[config.mk]
export PLATFORM = sky130hd
export DESIGN_NAME = qpu_exu_timer
export DESIGN_NICKNAME = d
export VERILOG_FILES = /design/src/rtl/qpu_exu_timer.sv
export SDC_FILE = /design/constraint.sdc
export NUM_CORES = 1
export LEC_CHECK = 0
export ABC_AREA = 1
export CAP_MARGIN = 0
export CORE_MARGIN = 8
export CORE_UTILIZATION = 45
export DETAILED_ROUTE_END_ITERATION = 10
export PLACE_DENSITY = 0.71
export SLEW_MARGIN = 25
export SYNTH_ARGS = -nofsm -noshare
export SYNTH_HDL_FRONTEND = slang
export SYNTH_SLANG_ARGS = --single-unit
[constraint.sdc]
create_clock -name clk -period 1.5 [get_ports clk]
set_input_delay 0.45 -clock clk [delete_from_list [all_inputs] [get_ports clk]]
set_output_delay 0.45 -clock clk [all_outputs]
set_load 0.03 [all_outputs]
[src/rtl/qpu_exu_timer.sv]
// Execution-unit timer: advances the trigger time when the time/event queue permits.
// Optional stall watchdog is built in when QPU_TIMER_STALL_TMO_EN is defined.
`ifndef QPU_TIME_WIDTH
`define QPU_TIME_WIDTH 16
`endif

module qpu_exu_timer #(
    parameter int STALL_TMO_W = 10,
    parameter int STALL_TMO   = 1023
) (
    input  logic                       clk,
    input  logic                       rst_n,
    input  logic                       tmr_start,
    input  logic                       tmr_stop,
    input  logic                       tmr_clr,
    input  logic                       clk_ena_i,
    output logic                       trigger_o,
    output logic [`QPU_TIME_WIDTH-1:0] trigger_clk_o,
    output logic                       tmr_busy,
    output logic                       tmr_stall,
    output logic                       tmr_ovf,
    output logic                       tmr_tmo
);
    localparam int TW = `QPU_TIME_WIDTH;

    localparam logic [2:0] S_IDLE  = 3'd0;
    localparam logic [2:0] S_RUN   = 3'd1;
    localparam logic [2:0] S_STALL = 3'd2;
    localparam logic [2:0] S_OVF   = 3'd3;
    localparam logic [2:0] S_TMO   = 3'd4;

    generate
        if (STALL_TMO >= (2 ** STALL_TMO_W)) begin : g_bad_tmo
            $error("STALL_TMO does not fit in STALL_TMO_W bits");
        end
    endgenerate

    logic [2:0]    r_state, w_nxt_state;
    logic [TW-1:0] r_time,  w_nxt_time;
    logic          r_ovf,   w_nxt_ovf;
    logic          w_active;

`ifdef QPU_TIMER_STALL_TMO_EN
    localparam logic [STALL_TMO_W-1:0] TMO_VAL = STALL_TMO[STALL_TMO_W-1:0];
    logic [STALL_TMO_W-1:0] r_stall_cnt, w_nxt_cnt;
    logic                   r_tmo,       w_nxt_tmo;
`endif

    assign w_active = (r_state == S_RUN) || (r_state == S_STALL);

    always_comb begin
        w_nxt_state = r_state;
        w_nxt_time  = r_time;
        w_nxt_ovf   = r_ovf;
`ifdef QPU_TIMER_STALL_TMO_EN
        w_nxt_cnt   = r_stall_cnt;
        w_nxt_tmo   = r_tmo;
`endif
        if (w_active) begin
            // stop outranks advance, overflow and timeout
            if (tmr_stop) begin
                w_nxt_state = S_IDLE;
`ifdef QPU_TIMER_STALL_TMO_EN
                w_nxt_cnt   = '0;
`endif
            end else if (clk_ena_i) begin
`ifdef QPU_TIMER_STALL_TMO_EN
                w_nxt_cnt = '0;
`endif
                if (r_time == '1) begin
                    w_nxt_ovf   = 1'b1;
                    w_nxt_state = S_OVF;
                end else begin
                    w_nxt_time  = r_time + 1'b1;
                    w_nxt_state = S_RUN;
                end
            end else if (r_state == S_RUN) begin
                w_nxt_state = S_STALL;
`ifdef QPU_TIMER_STALL_TMO_EN
            end else if (r_stall_cnt == TMO_VAL) begin
                w_nxt_state = S_TMO;
                w_nxt_tmo   = 1'b1;
                w_nxt_cnt   = '0;
            end else begin
                w_nxt_cnt = r_stall_cnt + 1'b1;
`endif
            end
        end else begin
            // start wins over clr when both pulse together
            if (tmr_start) begin
                w_nxt_state = S_RUN;
                w_nxt_time  = '0;
                w_nxt_ovf   = 1'b0;
`ifdef QPU_TIMER_STALL_TMO_EN
                w_nxt_tmo   = 1'b0;
                w_nxt_cnt   = '0;
`endif
            end else if (tmr_clr) begin
                w_nxt_ovf = 1'b0;
`ifdef QPU_TIMER_STALL_TMO_EN
                w_nxt_tmo = 1'b0;
`endif
            end
        end
    end

    always_ff @(posedge clk or negedge rst_n) begin
        if (!rst_n) begin
            r_state <= S_IDLE;
            r_time  <= '0;
            r_ovf   <= 1'b0;
        end else begin
            r_state <= w_nxt_state;
            r_time  <= w_nxt_time;
            r_ovf   <= w_nxt_ovf;
        end
    end

`ifdef QPU_TIMER_STALL_TMO_EN
    always_ff @(posedge clk or negedge rst_n) begin
        if (!rst_n) begin
            r_stall_cnt <= '0;
            r_tmo       <= 1'b0;
        end else begin
            r_stall_cnt <= w_nxt_cnt;
            r_tmo       <= w_nxt_tmo;
        end
    end
    assign tmr_tmo = r_tmo;
`else
    assign tmr_tmo = 1'b0;
`endif

    assign trigger_o     = w_active;
    assign tmr_busy      = w_active;
    assign tmr_stall     = (r_state == S_STALL);
    assign tmr_ovf       = r_ovf;
    assign trigger_clk_o = r_time;

endmodule
# After elaboration in Yosys (flattened, before gate mapping)
# Index checks and enable logic that the tools add are counted.
dict set report classes {
  n_mux 17
  n_shift 0
  reduce_logical 6
  bitwise 0
  multipliers 0
  add_sub_neg 1
  order_cmp 0
  n_eq_ne 8
  div 0
}
# op count
set op_table {}
lappend op_table {{16-bit 2-to-1 mux} 5}
lappend op_table {{16-bit by 1-bit adder with 16-bit output, second input constant} 1}
lappend op_table {{16-bit == test, second input constant} 1}
lappend op_table {{3-bit 2-to-1 mux} 5}
lappend op_table {{4-bit AND reduction} 2}
lappend op_table {{1-bit 2-to-1 mux} 6}
lappend op_table {{2-bit != test, second input constant} 3}
lappend op_table {{4-bit by 3-bit != test with 1-bit output, second input constant} 1}
lappend op_table {{3-bit by 1-bit == test with 1-bit output, second input constant} 1}
lappend op_table {{3-bit by 2-bit == test with 1-bit output, second input constant} 1}
lappend op_table {{3-bit nonzero test} 1}
lappend op_table {{2-bit 2-to-1 mux} 1}
lappend op_table {{2-bit by 1-bit != test with 1-bit output, second input constant} 1}
lappend op_table {{2-bit AND reduction} 1}
lappend op_table {{2-bit nonzero test} 1}
lappend op_table {{1-bit logical OR} 1}
dict set report word_totals {
  rom_bits 0
  in_bits 6
  ramBits 0
  output_inout_bits 21
  latch_bits 0
  n_memories 0
  register_bits 20
}

# Logic depth before layout (Yosys ltp)
dict set report depth {
  depth_word 5
  mapped_depth 9
  depth_no_buf 9
}

# Least setup slack after synthesis
# OpenSTA, ideal clock, no wires.
dict set report synth_path {
  path_kind {register to register}
  start {register r_time[0], in the netlist trigger_clk_o[0]}
  end {register r_time[15], in the netlist trigger_clk_o[15]}
  setup_ns 0.118
  synth_period_minus_slack_ns 1.837
  setup_slack_ns -0.337
  t_arrival_ns 1.719
  stages_incl_launch_ff 10
  path_cell_list {dfrtp_1 -> ha_1 -> nand2_2 -> nor2_4 -> nand2_4 -> o21ai_4 -> nand2_4 -> buf_6 -> nand3_2 -> nand2_1}
}
dict set report synth_via {
  elab_chain_len 5
}
# item line_no
set synth_rtl {}
lappend synth_rtl {{from (decl)} 39} ;# logic [TW-1:0] r_time, w_nxt_time;
lappend synth_rtl {{from (signal assigned)} 114} ;# r_time <= w_nxt_time;
lappend synth_rtl {{16-bit by 1-bit adder with 16-bit output} 74} ;# w_nxt_time = r_time + 1'b1;
lappend synth_rtl {{16-bit 2-to-1 mux} 70} ;# if (r_time == '1) begin
lappend synth_rtl {{16-bit 2-to-1 mux} 66} ;# end else if (clk_ena_i) begin
lappend synth_rtl {{16-bit 2-to-1 mux} 61} ;# if (tmr_stop) begin
lappend synth_rtl {{16-bit 2-to-1 mux} 59} ;# if (w_active) begin
# Several ways; a longest one is shown, not always the timed one. The select of a mux whose other input is x is not followed.
# A chain may end at the register's enable or synchronous reset.

# Final worst setup path
dict set report layout_path {
  start {register r_state[0]}
  end {register r_time[9], in the netlist trigger_clk_o[9]}
}
dict set report layout_via {
  elab_chain_len 4
}
# item line_no
set layout_rtl {}
lappend layout_rtl {{from (decl)} 38} ;# logic [2:0] r_state, w_nxt_state;
lappend layout_rtl {{from (signal assigned)} 113} ;# r_state <= w_nxt_state;
lappend layout_rtl {{3-bit by 1-bit == test with 1-bit output / 3-bit by 2-bit == test with 1-bit output (equally long branches)} 49} ;# assign w_active = (r_state == S_RUN) || (r_state == S_STALL);
lappend layout_rtl {{1-bit logical OR *} 49}
lappend layout_rtl {{2-bit != test (no source line) / 2-bit nonzero test (equally long branches)} --}
lappend layout_rtl {{4-bit AND reduction (no source line)} --}
# Every way passes the cells marked *; elsewhere a longest branch is shown, timed or not.

==> run summary <==
Status -> finished, violations left
Failing checks -> setup timing
Initial antenna violation count -> 0
Placer Congestion -> 0.8633
Largest net degree at the start of global routing -> 20
RSZ-0062 raised after global routing -> true
Final Critical Period -> 1.751 ns
IO Pins -> 27
Synthesis Warnings -> 0
CP startpoint kind -> flip-flop
Die X -> 69.70 µm
Fillers -> 182
GRT Residual Overflow -> 0
Remaining antenna violation count -> 0
Pre-CTS setup slack -> -0.3261 ns
Critical Path RT -> 1.68 ns
HPWL Detailed -> 2888 µm
CORE AREA -> 2758 µm²
Crit path to -> trigger_clk_o[9]
Drt via density -> 5.379
Sequential Area -> 479.2 µm²
Critical path type -> reg -> reg
Total track usage -> 0.1684
Fin. Hold Viols -> 0
Synth Area in Compound Gates -> 0.09161
# hold bufs at CTS -> 0
H-tree levels -> 1
Synth cell types -> 24
First drt pass iteration count -> 4
Final setup margin -> -0.2515 ns
Post-route cell area -> 2185 µm²
Mapped Cells -> 187
DR WL/cell -> 15.36 µm
Flop2flop setup slack -> -0.25 ns
Pwr dens -> 1427 nW/µm²
Sink Count -> 19
Highest clock rate -> 570.9 MHz
Adder-Cell Fraction of Synth Area -> 0.02893
Rows -> 19
Die height -> 69.70 µm
Crit path depth -> 10
TritonCTS Buffers -> 3
Final setup violation count -> 20
Layout cell share with drive strength beyond 1 -> 0.4672
Area Overhead vs Synth -> 68.37%
Post-Synth Simple-Gate Area -> 0.4156
Syn Area/Cell -> 6.938 µm²
Final Max Tran Viols -> 0
Hold Path Class -> in -> async
XOR/XNOR share of the synthesized area -> 0.01350
Mapped Nets -> 196
Via count -> 1560
Port buffer count -> 25
Most used cell, CP -> buf_4
RR Startpoint -> r_state[0]
Async SR Flop Fraction -> 1.000
Crit path launch -> r_state[0]
Ant diodes -> 0
Cell family with most CP delay -> buffers and inverters
Worst Path Arrival -> 1.93 ns
Global-route wire length before repair -> 6969 µm
Top_reg_cell synth -> dfrtp_1
CTS tree -> yes
Multi-input logic area -> 900.9 µm²
Initial DRC Count -> 91
Buf+Inv Stages, Crit Path -> 5
Reg2Reg Depth -> 10
DRC -> 0
Post-Place Cell Area -> 1797 µm²
Final #Nets -> 269
Root Driver -> clkbuf_4
Multiplexer area fraction after synthesis -> 0
Max cap viols -> 0
Vias in the first global route -> 1500
Post-Syn Area -> 1297 µm²
Part of the Yosys area used for sequential elements -> 0.3664
Initial Util -> 0.4705
Critical Path Sink Type -> flip-flop
Final wirelength -> 4453 µm
Clock-pin slew on the worst setup and hold paths -> 0.13 ns
Largest family of logic cells by synthesized area -> simple AND/OR/NAND/NOR gates
Worst Skew -> 0.01477 ns
Yosys reg bits -> 19
Setup TNS -> -4.088 ns
Crit share post-route -> 1.168
RR Endpoint -> trigger_clk_o[9]
Slowest-stage cell, CP -> dfrtp_1
Worst-path maximum fanout -> 8
Worst-path cell chain -> inv_2 > ha_4 > buf_4 > buf_6 > nor3_2 > buf_4 > o21ai_4 > buf_4 > nand3_2 > o21ai_2
Total power -> 3117 µW
Post-synth EDFFs -> 0
CTS max path bufs -> 2
Maximum vdd drop -> 0.001455 V
Leakage power -> 0.001030 µW
DIE AREA -> 4857 µm²
Crit-path max cell delay -> 0.41 ns
Clk Latency, worst-skew pair -> 0.30 ns
==> per-stage QoR <==
step           utilization  instances  hold slack [ns]
2_1_floorplan            -        187           0.1544
3_3_place_gp        0.6515        271           0.5140
3_5_place_dp        0.6515        271           0.5374
4_1_cts             0.7368        285           0.4684
5_1_grt             0.7922        290           0.4853
6_report            0.7922        290           0.4614
==> power breakdown <==
part / internal (µW) / switching [µW]
combinational: 978 / 1190
clock: 99.3 / 175
sequential: 601 / 73.0
total: 1680 / 1440
==> area by class of cell <==
class                   instances  share of cell area
clock buffers                   3             0.01031
inverters                      16             0.02921
repair buffers                 73              0.3087
clock inverters                 1            0.002291
flip-flops and latches         19              0.2194
multi-input cells             147              0.4124
well taps                      31             0.01775
==> Yosys cell counts (3+ instances only) <==
| master | number | area (µm²) |
|---|---|---|
| nand4_1 | 5 | 31.28 |
| nor2_1 | 31 | 116.4 |
| nand2_1 | 50 | 187.7 |
| a21oi_1 | 6 | 30.03 |
| nor3_1 | 4 | 20.02 |
| o21ai_0 | 9 | 45.04 |
| dfrtp_1 | 19 | 475.5 |
| inv_1 | 16 | 60.06 |
| ha_1 | 3 | 37.54 |
| nand3_1 | 21 | 105.1 |
==> layout by cell type (no fill, tap or decap), types with 3 or more instances in the layout <==
| master | n |
|---|---|
| buf_6 | 27 |
| o21ai_1 | 4 |
| dfrtp_2 | 3 |
| clkbuf_4 | 3 |
| nand3_2 | 12 |
| nor2_2 | 4 |
| nand3_1 | 11 |
| nand2_2 | 11 |
| a21oi_1 | 5 |
| inv_1 | 14 |
| dfrtp_1 | 16 |
| nand2_1 | 39 |
| nor2_1 | 28 |
| nand4_1 | 5 |
| o21ai_0 | 3 |
| nand2_4 | 5 |
| buf_4 | 40 |
| ha_4 | 3 |
| clkdlybuf4s50_1 | 5 |
==> routing by layer <==
metal  global-route usage  up-vias  part of all wire
met2               0.3033       57              0.51
met1               0.1941      742              0.40
li1                     -      747                 -
met3              0.03720       14             0.056
met5                    0        -                 0
met4              0.04464        0             0.029
==> timing repair <==
action	CTS	global route
endpoints found under the setup margin	25	31
gates resized for setup	40	30
pin swaps	12	8
gates cloned	1	0
buffers inserted	9	7
==> state kept, by name (all words and copies together) (netlist names) <==
name and count:
tmr_ovf 1, r_state 2, trigger_clk_o 16
==> worst min-delay path by stage <==
stage / to / start / cells after the start
finish: trigger_clk_o[2] / rst_n / 2
global route: trigger_clk_o[2] / rst_n / 2
CTS: trigger_clk_o[13] / rst_n / 2
floorplan: r_state[0] / rst_n / 0
global placement: r_state[0] / r_state[0] / 2
detailed placement: r_state[0] / r_state[0] / 2
==> cells by family after synthesis <==
kind of cell | Yosys count
simple gates | 120
buf+inv | 22
compound gates | 20
flops | 19
fa+ha+maj | 3
xor+xnor | 2
other cells | 1
Power figures use the tool's default switching activity.
